==> config.mk <==
export PLATFORM = sky130hd
export DESIGN_NAME = writeback_stage_p_flat
export DESIGN_NICKNAME = d
export VERILOG_FILES = /design/src/rtl/writeback_stage_p_if.sv /design/src/rtl/writeback_stage_p.sv /design/src/flat_wrapper.sv
export SDC_FILE = /design/constraint.sdc
export NUM_CORES = 1
export LEC_CHECK = 0
export ABC_AREA = 1
export BUFFER_PORTS_ARGS = -buffer_cell sky130_fd_sc_hd__buf_2
export CAP_MARGIN = 20
export CELL_PAD_IN_SITES_DETAIL_PLACEMENT = 0
export CELL_PAD_IN_SITES_GLOBAL_PLACEMENT = 2
export CORE_ASPECT_RATIO = 0.8
export CORE_MARGIN = 2
export CORE_UTILIZATION = 30
export CTS_CLUSTER_DIAMETER = 150
export DETAILED_ROUTE_END_ITERATION = 10
export GPL_TIMING_DRIVEN = 0
export HOLD_SLACK_MARGIN = 0.1
export PLACE_DENSITY_LB_ADDON = 0.1
export SYNTH_ARGS = -nofsm -noshare
export SYNTH_HDL_FRONTEND = slang
export SYNTH_SLANG_ARGS = --single-unit
==> constraint.sdc <==
create_clock -name Clk -period 3.9 [get_ports Clk]
set_clock_uncertainty 0.15 [all_clocks]
set_input_delay 0.195 -clock Clk [delete_from_list [all_inputs] [get_ports Clk]]
set_output_delay 0.195 -clock Clk [all_outputs]
set_load 0.1 [all_outputs]
==> src/rtl/writeback_stage_p_if.sv <==
// writeback_stage_p_if: MEM/WB stage bundle between the memory stage and the
// write-back stage.
//   master : upstream side. Drives stage inputs and control (Stall, Flush,
//            InValid, load/move controls). Observes the register-file write
//            port and Valid.
//   slave  : write-back stage side. Mirror image of master.
// Optional macro WB_RETIRE_CNT_EN adds the RetireCount observation signal.
interface writeback_stage_p_if #(
    parameter int unsigned DATA_W     = 32,
    parameter int unsigned REG_ADDR_W = 5
);
    // stage control
    logic                  Stall;
    logic                  Flush;
    logic                  InValid;

    // captured datapath values
    logic [DATA_W-1:0]     MemoryReadData;
    logic [DATA_W-1:0]     ALUResult;
    logic [DATA_W-1:0]     ReadDataHi;
    logic [DATA_W-1:0]     ReadDataLo;
    logic                  Zero;

    // captured control
    logic [REG_ADDR_W-1:0] InWriteReg;
    logic                  InRegWrite;
    logic                  MemToReg;
    logic                  HiToReg;
    logic                  HiOrLo;
    logic [1:0]            LoadSize;
    logic                  LoadUnsigned;
    logic [1:0]            ByteOffset;
    logic [1:0]            MoveMode;

    // register-file write port
    logic [DATA_W-1:0]     WriteData;
    logic [REG_ADDR_W-1:0] WriteReg;
    logic                  RegWriteEn;
    logic                  Valid;
`ifdef WB_RETIRE_CNT_EN
    logic [31:0]           RetireCount;
`endif

    modport master (
        output Stall, Flush, InValid,
        output MemoryReadData, ALUResult, ReadDataHi, ReadDataLo, Zero,
        output InWriteReg, InRegWrite, MemToReg, HiToReg, HiOrLo,
        output LoadSize, LoadUnsigned, ByteOffset, MoveMode,
        input  WriteData, WriteReg, RegWriteEn, Valid
`ifdef WB_RETIRE_CNT_EN
        , input RetireCount
`endif
    );

    modport slave (
        input  Stall, Flush, InValid,
        input  MemoryReadData, ALUResult, ReadDataHi, ReadDataLo, Zero,
        input  InWriteReg, InRegWrite, MemToReg, HiToReg, HiOrLo,
        input  LoadSize, LoadUnsigned, ByteOffset, MoveMode,
        output WriteData, WriteReg, RegWriteEn, Valid
`ifdef WB_RETIRE_CNT_EN
        , output RetireCount
`endif
    );
endinterface

==> src/rtl/writeback_stage_p.sv <==
// writeback_stage_p: registered MEM/WB pipeline stage with write-back select.
// Captures memory/ALU/HI-LO results and control on Clk, then builds the
// register-file write from the stage registers only. Sub-word loads get
// byte-lane selection and sign/zero extension. MOVZ/MOVN conditions gate the
// write enable.
//   Clk   : clock, all state updates on posedge
//   Rst   : synchronous active-high reset
//   wb    : writeback_stage_p_if.slave. Stage inputs/control in,
//           WriteData/WriteReg/RegWriteEn/Valid out.
// Parameters: DATA_W (32 or 64), REG_ADDR_W.
// Optional macro WB_RETIRE_CNT_EN: adds a 32-bit wrapping retired-instruction
// counter on wb.RetireCount.
module writeback_stage_p #(
    parameter int unsigned DATA_W     = 32,
    parameter int unsigned REG_ADDR_W = 5
) (
    input  logic               Clk,
    input  logic               Rst,
    writeback_stage_p_if.slave wb
);
    localparam int unsigned BYTE_W = 8;
    localparam int unsigned HALF_W = 16;
    localparam int unsigned WORD_W = 32;

    localparam logic [1:0] LOAD_BYTE = 2'b00;
    localparam logic [1:0] LOAD_HALF = 2'b01;
    localparam logic [1:0] LOAD_WORD = 2'b10;

    localparam logic [1:0] MOVE_ALWAYS = 2'b00;
    localparam logic [1:0] MOVE_Z      = 2'b01;
    localparam logic [1:0] MOVE_N      = 2'b10;

    typedef struct packed {
        logic [DATA_W-1:0]     memData;
        logic [DATA_W-1:0]     aluResult;
        logic [DATA_W-1:0]     hi;
        logic [DATA_W-1:0]     lo;
        logic                  zero;
        logic [REG_ADDR_W-1:0] writeReg;
        logic                  regWrite;
        logic                  memToReg;
        logic                  hiToReg;
        logic                  hiOrLo;
        logic [1:0]            loadSize;
        logic                  loadUnsigned;
        logic [1:0]            byteOffset;
        logic [1:0]            moveMode;
    } stageT;

    stageT stageD;
    stageT stageQ;
    logic  validQ;

    // Gather the incoming instruction into one payload.
    always_comb begin
        stageD              = '0;
        stageD.memData      = wb.MemoryReadData;
        stageD.aluResult    = wb.ALUResult;
        stageD.hi           = wb.ReadDataHi;
        stageD.lo           = wb.ReadDataLo;
        stageD.zero         = wb.Zero;
        stageD.writeReg     = wb.InWriteReg;
        stageD.regWrite     = wb.InRegWrite;
        stageD.memToReg     = wb.MemToReg;
        stageD.hiToReg      = wb.HiToReg;
        stageD.hiOrLo       = wb.HiOrLo;
        stageD.loadSize     = wb.LoadSize;
        stageD.loadUnsigned = wb.LoadUnsigned;
        stageD.byteOffset   = wb.ByteOffset;
        stageD.moveMode     = wb.MoveMode;
    end

    // Stage register. Reset beats flush, flush beats stall. A flush only
    // drops valid: the payload is dead and may keep its old contents.
    always_ff @(posedge Clk) begin
        if (Rst) begin
            validQ <= 1'b0;
            stageQ <= '0;
        end else if (wb.Flush) begin
            validQ <= 1'b0;
        end else if (!wb.Stall) begin
            validQ <= wb.InValid;
            stageQ <= stageD;
        end
    end

    logic [BYTE_W-1:0] byteLane;
    logic [HALF_W-1:0] halfLane;
    logic [WORD_W-1:0] wordLane;
    logic [DATA_W-1:0] loadData;

    // Little-endian lane pick. The half-word ignores ByteOffset[0] because
    // misaligned halves trap before reaching this stage.
    always_comb begin
        byteLane = '0;
        case (stageQ.byteOffset)
            2'd0:    byteLane = stageQ.memData[7:0];
            2'd1:    byteLane = stageQ.memData[15:8];
            2'd2:    byteLane = stageQ.memData[23:16];
            default: byteLane = stageQ.memData[31:24];
        endcase
        halfLane = stageQ.byteOffset[1] ? stageQ.memData[31:16]
                                        : stageQ.memData[15:0];
        wordLane = stageQ.memData[31:0];
    end

    // Extend the selected lane. Sized casts of signed values replicate the MSB.
    always_comb begin
        loadData = stageQ.memData;
        case (stageQ.loadSize)
            LOAD_BYTE: begin
                if (stageQ.loadUnsigned) loadData = DATA_W'(byteLane);
                else                     loadData = DATA_W'($signed(byteLane));
            end
            LOAD_HALF: begin
                if (stageQ.loadUnsigned) loadData = DATA_W'(halfLane);
                else                     loadData = DATA_W'($signed(halfLane));
            end
            LOAD_WORD: begin
                if (stageQ.loadUnsigned) loadData = DATA_W'(wordLane);
                else                     loadData = DATA_W'($signed(wordLane));
            end
            default:   loadData = stageQ.memData;
        endcase
    end

    logic [DATA_W-1:0] resultData;
    logic              moveOk;

    // Source select and conditional-move qualification.
    always_comb begin
        if (stageQ.hiToReg) begin
            resultData = stageQ.hiOrLo ? stageQ.hi : stageQ.lo;
        end else if (stageQ.memToReg) begin
            resultData = stageQ.aluResult;
        end else begin
            resultData = loadData;
        end

        case (stageQ.moveMode)
            MOVE_ALWAYS: moveOk = 1'b1;
            MOVE_Z:      moveOk = stageQ.zero;
            MOVE_N:      moveOk = ~stageQ.zero;
            default:     moveOk = 1'b0;
        endcase
    end

    // Register $zero is never written. Data and address are driven regardless.
    assign wb.WriteData  = resultData;
    assign wb.WriteReg   = stageQ.writeReg;
    assign wb.RegWriteEn = validQ & stageQ.regWrite & moveOk
                         & (stageQ.writeReg != '0);
    assign wb.Valid      = validQ;

`ifdef WB_RETIRE_CNT_EN
    logic [31:0] retireCountQ;

    // An instruction retires when it leaves the stage. A stalled instruction
    // killed by flush never leaves, so it is not counted.
    always_ff @(posedge Clk) begin
        if (Rst) begin
            retireCountQ <= '0;
        end else if (validQ && !wb.Stall) begin
            retireCountQ <= retireCountQ + 32'd1;
        end
    end

    assign wb.RetireCount = retireCountQ;
`endif

endmodule

==> src/flat_wrapper.sv <==
// flat-port wrapper written by rule: the top's interface ports become plain ports
module writeback_stage_p_flat 
#(
    parameter int unsigned DATA_W     = 32,
    parameter int unsigned REG_ADDR_W = 5
)
  (Clk, Rst, wb_Stall, wb_Flush, wb_InValid, wb_MemoryReadData, wb_ALUResult, wb_ReadDataHi, wb_ReadDataLo, wb_Zero, wb_InWriteReg, wb_InRegWrite, wb_MemToReg, wb_HiToReg, wb_HiOrLo, wb_LoadSize, wb_LoadUnsigned, wb_ByteOffset, wb_MoveMode, wb_WriteData, wb_WriteReg, wb_RegWriteEn, wb_Valid);
  writeback_stage_p_if #(.DATA_W(DATA_W), .REG_ADDR_W(REG_ADDR_W)) wb_i ();
  input  logic Clk;
  input  logic Rst;
  input wire logic [$bits(wb_i.Stall)-1:0] wb_Stall;
  input wire logic [$bits(wb_i.Flush)-1:0] wb_Flush;
  input wire logic [$bits(wb_i.InValid)-1:0] wb_InValid;
  input wire logic [$bits(wb_i.MemoryReadData)-1:0] wb_MemoryReadData;
  input wire logic [$bits(wb_i.ALUResult)-1:0] wb_ALUResult;
  input wire logic [$bits(wb_i.ReadDataHi)-1:0] wb_ReadDataHi;
  input wire logic [$bits(wb_i.ReadDataLo)-1:0] wb_ReadDataLo;
  input wire logic [$bits(wb_i.Zero)-1:0] wb_Zero;
  input wire logic [$bits(wb_i.InWriteReg)-1:0] wb_InWriteReg;
  input wire logic [$bits(wb_i.InRegWrite)-1:0] wb_InRegWrite;
  input wire logic [$bits(wb_i.MemToReg)-1:0] wb_MemToReg;
  input wire logic [$bits(wb_i.HiToReg)-1:0] wb_HiToReg;
  input wire logic [$bits(wb_i.HiOrLo)-1:0] wb_HiOrLo;
  input wire logic [$bits(wb_i.LoadSize)-1:0] wb_LoadSize;
  input wire logic [$bits(wb_i.LoadUnsigned)-1:0] wb_LoadUnsigned;
  input wire logic [$bits(wb_i.ByteOffset)-1:0] wb_ByteOffset;
  input wire logic [$bits(wb_i.MoveMode)-1:0] wb_MoveMode;
  output wire logic [$bits(wb_i.WriteData)-1:0] wb_WriteData;
  output wire logic [$bits(wb_i.WriteReg)-1:0] wb_WriteReg;
  output wire logic [$bits(wb_i.RegWriteEn)-1:0] wb_RegWriteEn;
  output wire logic [$bits(wb_i.Valid)-1:0] wb_Valid;
  assign wb_i.Stall = wb_Stall;
  assign wb_i.Flush = wb_Flush;
  assign wb_i.InValid = wb_InValid;
  assign wb_i.MemoryReadData = wb_MemoryReadData;
  assign wb_i.ALUResult = wb_ALUResult;
  assign wb_i.ReadDataHi = wb_ReadDataHi;
  assign wb_i.ReadDataLo = wb_ReadDataLo;
  assign wb_i.Zero = wb_Zero;
  assign wb_i.InWriteReg = wb_InWriteReg;
  assign wb_i.InRegWrite = wb_InRegWrite;
  assign wb_i.MemToReg = wb_MemToReg;
  assign wb_i.HiToReg = wb_HiToReg;
  assign wb_i.HiOrLo = wb_HiOrLo;
  assign wb_i.LoadSize = wb_LoadSize;
  assign wb_i.LoadUnsigned = wb_LoadUnsigned;
  assign wb_i.ByteOffset = wb_ByteOffset;
  assign wb_i.MoveMode = wb_MoveMode;
  assign wb_WriteData = wb_i.WriteData;
  assign wb_WriteReg = wb_i.WriteReg;
  assign wb_RegWriteEn = wb_i.RegWriteEn;
  assign wb_Valid = wb_i.Valid;
  writeback_stage_p #(.DATA_W(DATA_W), .REG_ADDR_W(REG_ADDR_W)) u_core (.Clk(Clk), .Rst(Rst), .wb(wb_i));
endmodule
# Word-level counts from Yosys, hierarchy flattened
# Cells that the tools add are included.
# op_classes
magnitude_cmp,0
addsub,0
div_mod_pow,0
reduce_logical,6
muxes,9
bitwise,6
mul,0
shifts,0
n_eq_ne,5
# op_table
operator,n
2-to-1 mux 32 bit,5
one-hot mux 32 bit (2 select lines),1
one-hot mux 8 bit (3 select lines),1
2-to-1 mux 16 bit,1
"equality test 2 x 1 -> 1 bit, second input constant",3
zero test 2 bit,3
nonzero test 5 bit,1
"equality test 2 bit, second input constant",2
AND 1 bit,3
inverter 1 bit,3
one-hot mux 1 bit (3 select lines),1
AND reduction 2 bit,1
OR reduction 2 bit,1
# word_totals
out_inout_bits,39
n_memories,0
rom_bits,0
reg_bits,146
ramBits,0
input_bits,150
word_cells,41
latchBits,0

# Longest topological paths before layout
# Gate-level depths: netlist (run 1).
# logic_depth
depth_word,6
depth_mapped,10
ltp_nobuf,9

# Least setup slack after synthesis (run 1)
# OpenSTA, ideal clock, no wires.
# synth_path
path_kind,register -> output
start,register u_core.stageQ[7] (netlist name)
end,output wb_WriteData[15]
t_required_ns,3.555
setup_slack_ns,0.573
arrival_ns,2.982
stages_incl_launch_ff,5
n_path_buf,2
cell_sequence,dfxtp_1 > clkbuf_1 > clkbuf_1 > o21ai_0 > o21ai_0
# synth_between
elab_chain_len,2
# synth_lines
element,line_no,rtl
"start, declared",writeback_stage_p.sv:51,stageT stageQ;
"start signal, assigned",writeback_stage_p.sv:83,stageQ <= stageD;
2-to-1 mux 32 bit,writeback_stage_p.sv:133,resultData = stageQ.hiOrLo ? stageQ.hi : stageQ.lo;
2-to-1 mux 32 bit,writeback_stage_p.sv:132,if (stageQ.hiToReg) begin
"end, declared",flat_wrapper.sv:28,output wire logic [$bits(wb_i.WriteData)-1:0] wb_WriteData;
# Every way passes these cells.

# Final worst setup path (run 1)
# layout_path
start,register u_core.stageQ[8] (netlist name)
end,output wb_WriteData[26]
# layout_between
elab_chain_len,1
# layout_lines
element,line_no
2-to-1 mux 32 bit,writeback_stage_p.sv:132
# Every way passes these cells.

==> results of run 1 <==
==> worst min-delay path: cells and delay by family <==
kind | cells | cell delay, ns
AND/OR/NAND/NOR | 2 | 0.19
buffers and inverters | 2 | 0.35
AO/OA/AOI/OAI | 1 | 0.05
==> registers in the layout, indices dropped and copies added, names as in the netlist <==
signal	flops
u_core.stageQ	108
u_core.wordLane	32
u_core.wb.WriteReg	5
u_core.wb.Valid	1
==> final timing paths <==
path / slack (ns) / end / cells past startpoint
min reg2reg: 0.31 / u_core.stageQ[50]$_SDFFE_PP0P_ / 2
max: 1.12 / wb_WriteData[26] / 6
max reg2reg: 2.25 / u_core.stageQ[7]$_SDFFE_PP0P_ / 4
min: 0.26 / u_core.stageQ[106]$_SDFFE_PP0P_ / 5
==> layout make-up <==
| class | count | area (sq um) | share of cell area |
|---|---|---|---|
| buffer | 82 | 382 | 0.0373 |
| antenna | 1 | 2.50 | 0.000245 |
| inverter | 28 | 105 | 0.0103 |
| tap | 306 | 383 | 0.0375 |
| timing repair buffer | 334 | 2410 | 0.235 |
| multi-input combinational | 760 | 3410 | 0.334 |
| sequential | 146 | 2920 | 0.286 |
| clock buffer | 19 | 433 | 0.0424 |
| clock inverter | 13 | 175 | 0.0171 |
==> power breakdown <==
| group | total (mW) | switching [mW] | internal [mW] |
|---|---|---|---|
| Combinational | 1.14 | 0.811 | 0.325 |
| Sequential | 1.61 | 0.0438 | 1.57 |
| Clock | 1.74 | 0.723 | 1.02 |
| Total | 4.49 | 1.58 | 2.91 |
==> per-layer routing <==
layer	share of wire	vias to the layer above	GRT usage
li1	-	3991	-
met5	0	-	0
met1	0.51	3443	0.325
met4	0.011	0	0.0513
met3	0.045	17	0.0466
met2	0.44	193	0.362
==> stage by stage <==
stage	hold slack [ns]	instance area, sq um	setup slack (ns)
after floorplan	0.124	6820	0.573
after global placement	0.241	8140	1.51
after detailed placement	0.242	8140	1.54
after CTS	0.249	10200	1.08
after global routing	0.299	10200	0.916
final	0.262	10200	1.12
==> Yosys cell counts (2+ instances only) <==
| cell type | instances | share of area |
|---|---|---|
| buf_4 | 5 | 0.0055 |
| buf_2 | 32 | 0.023 |
| o21a_1 | 33 | 0.036 |
| inv_1 | 25 | 0.014 |
| a211oi_1 | 24 | 0.026 |
| a21oi_1 | 139 | 0.10 |
| a22oi_1 | 6 | 0.0066 |
| nor2_1 | 94 | 0.052 |
| buf_6 | 2 | 0.0033 |
| dfxtp_1 | 146 | 0.43 |
| nand2_1 | 386 | 0.21 |
| nand3_1 | 31 | 0.023 |
| o21ai_0 | 37 | 0.027 |
| inv_2 | 3 | 0.0017 |
| clkbuf_1 | 42 | 0.023 |
| nor3_1 | 2 | 0.0015 |
==> what timing repair did <==
item	CTS	global route
gates resized for setup	0	0
hold buffers	147	0
endpoints found under the hold margin	146	0
==> logic make-up (layout without fill, tap and decap cells) <==
kind of cell / count (synthesis) / count (layout) / share of synthesized area
compound gates: 241 / 241 / 0.201
buf+inv: 110 / 476 / 0.0713
flops: 146 / 146 / 0.428
mux: 1 / 1 / 0.00147
other cells: 0 / 1 / 0
simple gates: 518 / 518 / 0.298
==> flow_metrics.env, run 1 <==
export IMPL_io_pins=189
export IMPL_final_cell_mix="386 x nand2_1, 219 x buf_2, 147 x dlygate4sd3_1, 146 x dfxtp_1, 139 x a21oi_1"
export IMPL_fin_crit_sh=0.713
export IMPL_relSlewSlack=0.306
export IMPL_layout_min_cycle_time_ns=2.78
export IMPL_final_common_cell="nand2_1"
export IMPL_tightest_slew_ns=1.04
export IMPL_path_class="flop to output pin"
export IMPL_nets=1519
export IMPL_synth_edf_count=0
export IMPL_die_area_sq_mm=0.0240
export IMPL_rsz0062_at_grt="no"
export IMPL_fin_util=0.457
export IMPL_yosysWarningCount=0
export IMPL_r2r_start="u_core.stageQ[7]$_SDFFE_PP0P_"
export IMPL_cp_data_arrival_time_ns=2.43
export IMPL_cts_buffers=17
export IMPL_clock_sinks=146
export IMPL_drt_wirelength_per_cell_um=16.4
export IMPL_p_leak_nw=4.55
export IMPL_crit_start="u_core.stageQ[8]$_SDFFE_PP0P_"
export IMPL_syn_avg_cell_area_sq_um=6.71
export IMPL_vias=7644
export IMPL_crit_required_ns=3.56
export IMPL_final_setup_viol_count=0
export IMPL_synth_nets=1166
export IMPL_grt_max_degree=17
export IMPL_cts_root_buf="clkbuf_16"
export IMPL_syn2layout_area_growth_pct=49.9
export IMPL_die_x_um=173
export IMPL_netlist_area_sq_mm=0.00682
export IMPL_start_kind="flop"
export IMPL_postRouteAntennaNets=0
export IMPL_total_power_mw=4.49
export IMPL_crit_path_max_fanout=10
export IMPL_clkLatencyLatePin_ns=0.43
export IMPL_drv_cap=0
export IMPL_dp_hpwl_mm=20.1
export IMPL_drive_above_1_share=0.191
export IMPL_p_per_area_mw_per_mm2=439
export IMPL_numPortBuffers=187
export IMPL_viasPerCell=4.53
export IMPL_clock_path_buffers=2
export IMPL_yosysSeqAreaShare=0.428
export IMPL_clkTransAtPathRegs_ns=0.06
export IMPL_grt_pass1_vias=7592
export IMPL_synth_cell_types=25
export IMPL_synth_seq_cells=146
export IMPL_grt_usage=0.230
export IMPL_firstDrtPassIters=5
export IMPL_wl_mm=27.7
export IMPL_hp_start="wb_Stall"
export IMPL_path_buf_inv=3
export IMPL_post_cts_setup_buffers=0
export IMPL_status="finished clean"
export IMPL_drc=0
export IMPL_drtIter0Drc=431
export IMPL_chipHeight_um=139
export IMPL_fin_cells=1689
export IMPL_h_tree_depth=4
export IMPL_cts_tree="done"
export IMPL_end_kind="output pin"
export IMPL_rows=49
export IMPL_cp_common_cell="buf_2"
export IMPL_async_reset_ff_frac=0
export IMPL_cpPeakStageDelay_ns=0.59
export IMPL_synth_ff_type="dfxtp_1"
export IMPL_grt_antenna_before_repair=0
export IMPL_dp_cells=1509
export IMPL_ir_drop_uv=278
export IMPL_hp_class="input port to flop"
export IMPL_core_area_sq_mm=0.0224
export IMPL_gr_total_overflow=0
export IMPL_tns_ns=0
export IMPL_crit_chain="buf_2 -> clkbuf_1 -> o21a_1 -> o21ai_0 -> nand2_1 -> buf_2"
export IMPL_gp_congestion=0.858
export IMPL_critPathSlowestCell="clkbuf_1"
export IMPL_initial_utilization=0.305
export IMPL_fmax_mhz=360
export IMPL_synth_cells=1016
export IMPL_crit_family="buffers and inverters"
export IMPL_grt_pass1_wl_mm=42.6
export IMPL_hold_viol=0
export IMPL_n_fill_cell=2383
export IMPL_final_max_slew_violation_count=0
No activity file was read; power rests on OpenSTA's default activity.
==> inputs of run 2 (changes only) <==
CORE_UTILIZATION = 28   (was 30)
clock period = 2.6 ns   (was 3.9 ns; I/O delays follow)
==> flow_metrics.env, run 2 (same netlist as run 1, synthesis figures left out) <==
export IMPL_final_common_cell="nand2_1"
export IMPL_cp_data_arrival_time_ns=2.20
export IMPL_power_frac_clock=0.386
export IMPL_layout_min_cycle_time_ns=2.48
export IMPL_timing_hold_ws_ns=0.208
export IMPL_r2r_cells=4
export IMPL_numPortBuffers=187
export IMPL_tns_ns=0
export IMPL_start_kind="flop"
export IMPL_viasPerCell=4.49
export IMPL_grt_busiest_layer="met2"
export IMPL_seqCellArea_sq_mm=0.00293
export IMPL_cts_root_buf="clkbuf_16"
export IMPL_syn2layout_area_growth_pct=51.5
export IMPL_regMostFlops="u_core.stageQ"
export IMPL_n_fill_cell=2594
export IMPL_gr_total_overflow=0
export IMPL_grt_antenna_before_repair=0
export IMPL_ir_drop_uv=419
export IMPL_crit_family="buffers and inverters"
export IMPL_drc=0
export IMPL_hp_start="wb_Stall"
export IMPL_io_pins=189
export IMPL_switching_share=0.350
export IMPL_clkTransAtPathRegs_ns=0.07
export IMPL_tightest_slew_ns=0.991
export IMPL_clock_path_buffers=2
export IMPL_clkLatencyLatePin_ns=0.42
export IMPL_total_power_mw=6.78
export IMPL_crit_path_max_fanout=10
export IMPL_rsz0062_at_grt="no"
export IMPL_cts_buffers=17
export IMPL_crit_required_ns=2.32
export IMPL_grt_max_degree=17
export IMPL_drv_cap=0
export IMPL_core_area_sq_mm=0.0241
export IMPL_fin_util=0.428
export IMPL_multi_input_area_sq_mm=0.00342
export IMPL_firstDrtPassIters=5
export IMPL_use_met1=0.315
export IMPL_wl_mm=28.0
export IMPL_fin_crit_sh=0.953
export IMPL_fin_cells=1701
export IMPL_end_kind="output pin"
export IMPL_p_int_mw=4.41
export IMPL_initial_utilization=0.283
export IMPL_hp_class="input port to flop"
export IMPL_path_buf_inv=4
export IMPL_drt_wirelength_per_cell_um=16.5
export IMPL_crit_chain="buf_2 -> inv_1 -> buf_2 -> o21ai_0 -> nor2_1 -> nand2_1 -> nand2_1 -> o21ai_1 -> buf_2"
export IMPL_p_leak_nw=4.58
export IMPL_nets=1519
export IMPL_relSlewSlack=0.339
export IMPL_status="finished clean"
export IMPL_final_cell_mix="386 x nand2_1, 194 x buf_2, 147 x dlygate4sd3_1, 144 x dfxtp_1, 138 x a21oi_1"
export IMPL_critPathSlowestCell="buf_2"
export IMPL_vias=7638
export IMPL_seqPwrFrac=0.356
export IMPL_dp_cells=1521
export IMPL_path_class="flop to output pin"
export IMPL_crit_start="u_core.stageQ[9]$_SDFFE_PP0P_"
export IMPL_use_met3=0.0365
export IMPL_p_per_area_mw_per_mm2=656
export IMPL_cpPeakStageDelay_ns=0.46
export IMPL_gr_usage_met2=0.342
export IMPL_post_cts_setup_buffers=0
export IMPL_power_switching_mw=2.38
export IMPL_fmax_mhz=404
export IMPL_chipHeight_um=144
export IMPL_die_area_sq_mm=0.0256
export IMPL_grt_pass1_vias=7434
export IMPL_drtIter0Drc=405
export IMPL_dp_hpwl_mm=20.6
export IMPL_grt_usage=0.220
export IMPL_cp_depth=9
export IMPL_drive_above_1_share=0.200
export IMPL_h_tree_depth=4
export IMPL_largest_register_ffs=108
export IMPL_r2r_start="u_core.stageQ[8]$_SDFFE_PP0P_"
export IMPL_final_setup_viol_count=0
export IMPL_final_max_slew_violation_count=0
export IMPL_hold_viol=0
export IMPL_holdPathStages=5
export IMPL_cts_tree="done"
export IMPL_clock_sinks=146
export IMPL_grt_pass1_wl_mm=41.9
export IMPL_postRouteAntennaNets=0
export IMPL_gp_congestion=0.829
export IMPL_cp_common_cell="buf_2"
export IMPL_rows=51
export IMPL_die_x_um=179
export IMPL_combPwrFrac=0.258
==> run 2: cell count changes in the layout (fill, tap and decap cells not counted), moves of 2 or more <==
cell / change
dfxtp_2: +2
buf_4: +6
clkbuf_2: +9
dfxtp_1: -2
clkbuf_4: +16
clkbuf_1: -9
inv_6: -3
clkinvlp_4: +2
buf_2: -25
buf_6: +3
==> run 2: area by class of cell <==
class | instances | share of cell area
Clock inverter | 13 | 0.0173
Sequential cell | 146 | 0.283
Inverter | 28 | 0.0102
Buffer | 82 | 0.0383
Antenna cell | 1 | 0.000242
Multi-Input combinational cell | 760 | 0.331
Tap cell | 318 | 0.0385
Clock buffer | 19 | 0.0419
Timing Repair Buffer | 334 | 0.240
==> run 2: path summary, 6_finish.rpt <==
check                                                      end  slack [ns]
worst max-delay path                          wb_WriteData[15]        0.12
worst min-delay path             u_core.stageQ[1]$_SDFFE_PP0P_        0.21
worst max register to register   u_core.stageQ[8]$_SDFFE_PP0P_        1.04
worst min register to register  u_core.stageQ[68]$_SDFFE_PP0P_        0.31
==> run 2: power groups by stage <==
| stage | Sequential [mW] | Clock [mW] | Combinational [mW] |
|---|---|---|---|
| finish | 2.41 | 2.62 | 1.75 |
| global route | 2.43 | 2.76 | 1.88 |
| CTS | 2.41 | 2.67 | 1.73 |
| detailed placement | 2.46 | 0 | 1.55 |
| global placement | 2.46 | 0 | 1.55 |
| floorplan | 2.44 | 0 | 1.10 |
==> run 2: timing repair <==
action	CTS	global route
cloned	0	0
hold endpoints to repair	146	0
endpoints found under the setup margin	17	31
hold buffers	147	0
gates resized for setup	10	38
==> run 2: worst min-delay path, stage by stage <==
cell,delay (ns)
buf_2,0.11
nor2_2,0.09
clkbuf_1,0.23
nand2_1,0.11
a21oi_1,0.05
==> run 2: layer usage <==
metal  wire length (um)  vias up
li1                   -     3998
met1              14600     3439
met3               1180       21
met5                  0        -
met2              11900      180
met4                340        0
==> run 2: through the flow <==
step	cell area (sq um)	worst slack [ns]
6_report	10300	0.123
5_1_grt	10300	0.00213
4_1_cts	10300	0.00265
3_5_place_dp	8160	0.329
3_3_place_gp	8160	0.331
2_1_floorplan	6830	0.0854
